[src/rtl/fir_mac_sequencer.sv]
// rtl/fir_mac_sequencer.sv - time-multiplexed FIR: one shared MAC stepped across NTAPS taps
// Coefficients are writable only while idle; the result saturates to OUT_W on a valid/ready port.
module fir_mac_sequencer #(
  parameter int DATA_W = 8,
  parameter int COEF_W = 8,
  parameter int NTAPS  = 3,
  parameter int OUT_W  = 16
) (
  input  logic                       clk,
  input  logic                       rst_n,
  input  logic                       in_valid,
  output logic                       in_ready,
  input  logic signed [DATA_W-1:0]   in_data,
  input  logic                       cfg_we,
  input  logic [$clog2(NTAPS)-1:0]   cfg_addr,
  input  logic signed [COEF_W-1:0]   cfg_data,
  output logic                       cfg_err,
  output logic                       out_valid,
  input  logic                       out_ready,
  output logic signed [OUT_W-1:0]    out_data,
  output logic                       busy
);

  localparam int AW     = $clog2(NTAPS);
  localparam int PROD_W = DATA_W + COEF_W;
  localparam int ACC_W  = DATA_W + COEF_W + $clog2(NTAPS);
  localparam logic signed [ACC_W-1:0] SAT_MAX = {{(ACC_W-OUT_W+1){1'b0}}, {(OUT_W-1){1'b1}}};
  localparam logic signed [ACC_W-1:0] SAT_MIN = {{(ACC_W-OUT_W+1){1'b1}}, {(OUT_W-1){1'b0}}};

  typedef enum logic [1:0] {IDLE, MAC, HOLD} state_t;

  state_t                    state;
  logic signed [DATA_W-1:0]  x [NTAPS];
  logic signed [COEF_W-1:0]  c [NTAPS];
  logic signed [ACC_W-1:0]   acc;
  logic signed [ACC_W-1:0]   acc_next;
  logic signed [PROD_W-1:0]  prod;
  logic signed [OUT_W-1:0]   sat_out;
  logic [AW-1:0]             tap;
  logic                      cfg_ok;

  function automatic logic signed [COEF_W-1:0] coef_default(input int k);
    case (k)
      0:       return -COEF_W'(1);
      1:       return COEF_W'(2);
      2:       return COEF_W'(3);
      default: return '0;
    endcase
  endfunction

  assign in_ready = (state == IDLE);
  assign busy     = (state != IDLE);
  assign cfg_ok   = (state == IDLE) && ({1'b0, cfg_addr} < (AW+1)'(NTAPS));

  // acc_next already includes the current tap, so the last MAC cycle can saturate it directly.
  always_comb begin
    prod     = x[tap] * c[tap];
    acc_next = acc + ACC_W'(prod);
    sat_out  = acc_next[OUT_W-1:0];
    if (acc_next > SAT_MAX)
      sat_out = SAT_MAX[OUT_W-1:0];
    else if (acc_next < SAT_MIN)
      sat_out = SAT_MIN[OUT_W-1:0];
  end

  always_ff @(posedge clk or negedge rst_n) begin
    if (!rst_n) begin
      state     <= IDLE;
      acc       <= '0;
      tap       <= '0;
      out_valid <= 1'b0;
      out_data  <= '0;
      cfg_err   <= 1'b0;
      for (int k = 0; k < NTAPS; k++) begin
        x[k] <= '0;
        c[k] <= coef_default(k);
      end
    end else begin
      cfg_err <= cfg_we && !cfg_ok;
      if (cfg_we && cfg_ok)
        c[cfg_addr] <= cfg_data;

      case (state)
        IDLE: begin
          if (in_valid) begin
            for (int k = 1; k < NTAPS; k++)
              x[k] <= x[k-1];
            x[0]  <= in_data;
            acc   <= '0;
            tap   <= '0;
            state <= MAC;
          end
        end
        MAC: begin
          acc <= acc_next;
          tap <= tap + 1'b1;
          if (tap == AW'(NTAPS-1)) begin
            out_data  <= sat_out;
            out_valid <= 1'b1;
            state     <= HOLD;
          end
        end
        HOLD: begin
          if (out_ready) begin
            out_valid <= 1'b0;
            state     <= IDLE;
          end
        end
        default: state <= IDLE;
      endcase
    end
  end

endmodule

[config.mk]
export PLATFORM = sky130hd
export DESIGN_NAME = fir_mac_sequencer
export DESIGN_NICKNAME = d
export VERILOG_FILES = /design/src/rtl/fir_mac_sequencer.sv
export SDC_FILE = /design/constraint.sdc
export NUM_CORES = 1
export LEC_CHECK = 0
export ABC_AREA = 1
export BUFFER_PORTS_ARGS = -buffer_cell sky130_fd_sc_hd__buf_2
export CAP_MARGIN = 15
export CORE_MARGIN = 10
export CORE_UTILIZATION = 48
export DETAILED_ROUTE_END_ITERATION = 7
export GPL_TIMING_DRIVEN = 0
export PLACE_DENSITY_LB_ADDON = 0.15
export RECOVER_POWER = 25
export SYNTH_ARGS = -nofsm -noshare
export SYNTH_HDL_FRONTEND = slang
export SYNTH_SLANG_ARGS = --single-unit
[constraint.sdc]
create_clock -name clk -period 5.1 [get_ports clk]
set_clock_uncertainty 0.05 [all_clocks]
set_input_delay 0 -clock clk [delete_from_list [all_inputs] [get_ports clk]]
set_output_delay 0 -clock clk [all_outputs]
set_load 0.02 [all_outputs]
Yosys cells after proc, flatten, opt, wreduce, memory -nomap -nowiden --
Index checks and enable logic that the tools add are counted.
Word-level totals: bits in registers 88, latch bits 0, RAM bits 0, bits in read-only memories 0, output and inout bits 20, word-level logic and storage cells 65, memories kept 0
Operators by class: add/sub/neg operators 2, multiply operators 1, div/mod/pow operators 0, $lt $le $gt $ge 6, equal/unequal tests 6, shift-type cells 0, muxes and demuxes 22, bitwise logic cells 2, reduce and logical (&&, ||, !) cells 14
Operators by type and width (number):
- 8-bit two-way mux | 5
- 18-bit case mux with 2 select lines | 1
- 8-bit binary-select mux with 2-bit select | 2
- 16-bit two-way mux | 2
- 24-bit bitwise mux | 1
- 18-bit by 16-bit adder with 18-bit output | 1
- 18-bit by 16-bit > comparator with 1-bit output (second input constant) | 1
- 18-bit by 16-bit less-than comparator with 1-bit output (second input constant) | 1
- 18-bit two-way mux | 1
- 8-bit demux with 2-bit select | 1
- 8-bit by 8-bit multiplier with 16-bit output | 1
- 2-bit two-way mux | 4
- 3-bit >= comparator (second input constant) | 2
- 2-bit != test (second input constant) | 3
- 2-bit inverter with 3-bit output | 2
- 2-bit case mux with 3 select lines | 1
- 2-bit AND reduction | 3
- 3-bit AND reduction | 2
- 2-bit nonzero test | 3
- 2-bit equality test (second input constant) | 2
- 1-bit logical AND | 4
- 2-bit case mux with 2 select lines | 1
- 3-bit by 1-bit less-than comparator with 1-bit output (second input constant) | 1
- 2-bit by 1-bit adder with 2-bit output (second input constant) | 1
- 6 further kinds | 7

Depth between registers and ports, before layout --
depth in word-level cells 9, depth in mapped cells 29

Worst setup path after synthesis --
Ideal clock, no wire load.
kind register to register, start point register tap[1], end point register out_data[10], library setup time 134 ps, data arrival time 5410 ps, required time 4916 ps, path slack -494 ps, cell stages (with the launch flop) 25, buffers on the path 1, cells stage by stage dfrtp_1 -> inv_1 -> clkbuf_1 -> o21ai_0 -> o22ai_1 -> nand2_1 -> inv_1 -> fa_1 -> fa_1 -> fa_1 -> inv_1 -> fa_1 -> inv_1 -> ha_1 -> ha_1 -> nand2_1 -> inv_1 -> nand2_1 -> nand2_1 -> a21oi_1 -> nand2_2 -> nand3_1 -> nand2_2 -> a21oi_4 -> a21oi_2
On the way: word-level cells in the longest chain between the ends 9, elaborated cells on any way between the ends 15, those cells by class 1 x add/sub; 1 x mul; 2 x order compare; 1 x eq/ne; 8 x mux; 1 x bitwise; 1 x reduce/logical
Ends and longest elaborated chain:
- start: declaration | RTL line 39 | logic [AW-1:0] tap;
- start signal: assignment | RTL line 96 | tap <= tap + 1'b1;
- 2-bit inverter with 3-bit output (not written as such) | RTL line 57 | prod = x[tap] * c[tap];
- 8-bit binary-select mux with 2-bit select | RTL line 57
- 8-bit two-way mux (not written as such) (2 in series) | RTL line 57
- 8-bit by 8-bit multiplier with 16-bit output | RTL line 57
- 18-bit by 16-bit adder with 18-bit output | RTL line 58 | acc_next = acc + ACC_W'(prod);
- 18-bit by 16-bit less-than comparator with 1-bit output | RTL line 62 | else if (acc_next < SAT_MIN)
- 16-bit two-way mux | RTL line 62
- 16-bit two-way mux | RTL line 60 | if (acc_next > SAT_MAX)
- end signal: assignment | RTL line 98 | out_data <= sat_out;
- end: declaration | RTL line 20 | output logic signed [OUT_W-1:0] out_data,
Several ways; a longest one is shown, not always the timed one. The select of a mux whose other input is x is not followed. A chain may end at the register's enable or synchronous reset.

Worst setup path after layout --
start point register tap[0], end point register out_data[12]
The elaborated chain is that of the path after synthesis.

==> summary.txt <==
die area: 0.02069 mm^2
most used cell, CP: fa_1
yosys warns: 0
Tcrit/Tclk final: 1.087
fraction of registers with async set/reset: 1.000
post-synthesis register bit count: 88
final wirelength: 18140 um
DP HPWL: 13070 um
CTS clock-pin slew for the worst setup and hold paths: 60 ps
critical path data required time: 5290 ps
Hold Crit Endpoint: cfg_err
placer congestion estimate: 0.8863
Main synth FF type: dfrtp_1
area grow syn2layout: 30.84%
outcome: finished, violations left
minimum clock period: 5545 ps
initial core utilization: 0.4877
area share of the largest cell type after synthesis: 0.2618
TritonCTS Buffers: 9
Final ANT Viol Nets: 0
largest net degree at the start of global routing: 67
Root Driver: clkbuf_16
Synth area leaders: dfrtp_1 26%, fa_1 22%, nand2_1 12%
Mapped Area: 0.007360 mm^2
RSZ-0062 raised after global routing: yes
I/O Buffers: 42
most instantiated cells after synthesis: 230 x nand2_1, 205 x inv_1, 80 x fa_1
CP Class: reg2reg
Cells after Synth: 890
Final Cell Area: 0.009629 mm^2
IO Count: 43
dominant cell type by area after synthesis: dfrtp_1
detail-routed via count per cell: 4.926
wire per inst: 15.00 um
Reg-to-Reg End: out_data[12]
Final Max Tran Viols: 67
core area: 0.01509 mm^2
DRC: 0
Worst Hold Depth: 5
Critical Path Max Stage Delay: 610 ps
Hold Vio Cnt, Final: 0
final setup margin: -444.9 ps
Worst Hold Class: in2reg
CTS tree: yes
first-pass GRT wire length: 30620 um
Mapped Nets: 1036
Max Cap Violations: 1
CP Max Fanout: 8
HP Start: cfg_addr[1]
DR vias: 5955
syn avg cell area: 8.269 um^2
FP Rows: 45
Slew HR: -1.042
pre-CTS setup slack: -1169 ps
first drt pass iteration count: 5
CP cell instances: buf_6 -> nor2_4 -> clkinvlp_4 -> buf_12 -> o22ai_4 -> nand2_2 -> fa_1 -> inv_2 -> fa_1 -> fa_1 -> fa_1 -> fa_2 -> ha_4 -> a21oi_4 -> nand2_2 -> nand3b_1 -> nand4_1 -> nand2_2 -> nand2_4 -> a21oi_4 -> buf_12 -> a21oi_2
overflow left after global routing: 0
clock sink total: 88
final core occ: 0.6381
number of global-route vias before repair: 6249
critical path capture point type: register
post-synthesis sequential area ratio: 0.3011
number of synthesized flops with an enable pin: 0
FF-to-FF setup slack: -440 ps
GRT Resource Usage Total: 0.1870
failing checks: capacitance limit, slew limit, setup timing
slowest stage cell on the critical path: fa_2
Finish-stage setup viols: 24
initial antenna violation count: 0
count leader, synth: nand2_1
FF-to-FF Start: tap[0]
DR iter-0 viols: 352
critical path data arrival time: 5740 ps
CP startpoint kind: register
depth of the CTS H-tree: 3
layout cells sized above 1: 0.2801
reg2reg path depth: 22
Fmax: 180.3 MHz
placed inst area: 0.008173 mm^2
# diodes: 0
synth unique cells: 36
Slew @ Worst Pin: 3063 ps
post-route setup TNS: -7986 ps
net count reported at finish: 1162
Die Y: 143.8 um
CTS Buffer Depth: 2
die width: 143.8 um
clock latency on the worst-skew pair: 350 ps
[layer usage]
metal  routed length, um  global-route usage  vias up  share of wire
li1                    -                   -     2932              -
met1                8254              0.2453     2884           0.46
met2                8832              0.3112      119           0.49
met3                 652             0.02508       20          0.036
met4                 399             0.06179        0          0.022
met5                   0                   0        -              0
[layout make-up]
type,count,area (um^2)
tap,188,235.2
clock buffer,13,260.3
timing repair buffer,115,938.4
fill,1307,5460
sequential,88,2217
multi-input combinational,574,5027
buffer,17,108.9
clock inverter,3,23.77
inverter,211,818.3
[through the flow]
step                      hold WS, ps  cells
final                           20.00   1209
after global routing            63.73   1209
after CTS                       13.03   1196
after detailed placement       -121.6   1121
after global placement          157.5   1120
after floorplan                -345.6    890
[cell families (layout without fill, tap and decap cells)]
group                    count (synthesis)  after routing  share of synthesized area
AO/OA/AOI/OAI                          117            117                    0.09351
buffers and inverters                  228            359                     0.1178
adder cells (fa/ha/maj)                123            123                     0.2907
XOR/XNOR                                10             10                    0.01190
AND/OR/NAND/NOR                        324            324                     0.1850
flip-flops                              88             88                     0.3011
[what timing repair did]
action	4_1_cts	5_1_grt
resized for setup	97	32
hold endpoints to repair	117	0
setup buffers	39	13
cloned	3	0
endpoints found under the setup margin	29	26
hold buffers	20	0
pin swaps	36	43
[worst max-delay path by stage]
stage           start           end  slack, ps  cells after the start
3_3_place_gp   tap[1]  out_data[14]      -1110                     26
5_1_grt        tap[0]  out_data[12]       -660                     27
2_1_floorplan  tap[0]  out_data[10]       -280                     25
3_5_place_dp   tap[1]  out_data[13]      -1170                     26
6_report       tap[0]  out_data[12]       -440                     22
4_1_cts        tap[0]  out_data[13]       -390                     25
[critical path, delay by kind of cell, from the launching register on]
| family | cells | cell delay, ps |
|---|---|---|
| fa+ha+maj | 6 | 2900 |
| simple gates | 7 | 760 |
| compound gates | 4 | 670 |
| buf+inv | 5 | 620 |
| flops | 1 | 450 |
[sequential cells by signal, indices dropped and copies added, names as in the netlist]
signal / flops
c: 24
out_data: 16
tap: 2
cfg_err: 1
out_valid: 1
state: 2
x: 24
acc: 18
[cells in the final DEF (no fill, tap or decap), types with 5 or more instances in the layout]
cell type / synthesis / layout
nand2_2: 12 / 30
clkinvlp_4: 0 / 5
nand3_2: 3 / 14
buf_12: 0 / 5
nor2_2: 5 / 5
clkbuf_1: 13 / 13
dlygate4sd3_1: 0 / 20
o22ai_1: 14 / 8
or2_2: 10 / 10
o22ai_4: 0 / 7
nand2_1: 230 / 205
o21ai_4: 0 / 8
fa_2: 0 / 7
inv_1: 205 / 191
o21ai_0: 67 / 50
ha_1: 43 / 23
nand3_1: 21 / 9
dfstp_2: 11 / 11
nand2_4: 0 / 6
ha_4: 0 / 19
a21oi_2: 10 / 13
nand4_1: 6 / 6
nor2_1: 34 / 31
inv_2: 5 / 12
dfrtp_1: 77 / 76
clkbuf_16: 0 / 9
fa_1: 80 / 73
o21ai_1: 8 / 16
buf_2: 3 / 44
buf_4: 0 / 37
buf_6: 1 / 8
Power is left out: the tool's default activity adds up to more than one toggle a clock period on the data nets, which glitch-free logic cannot reach.
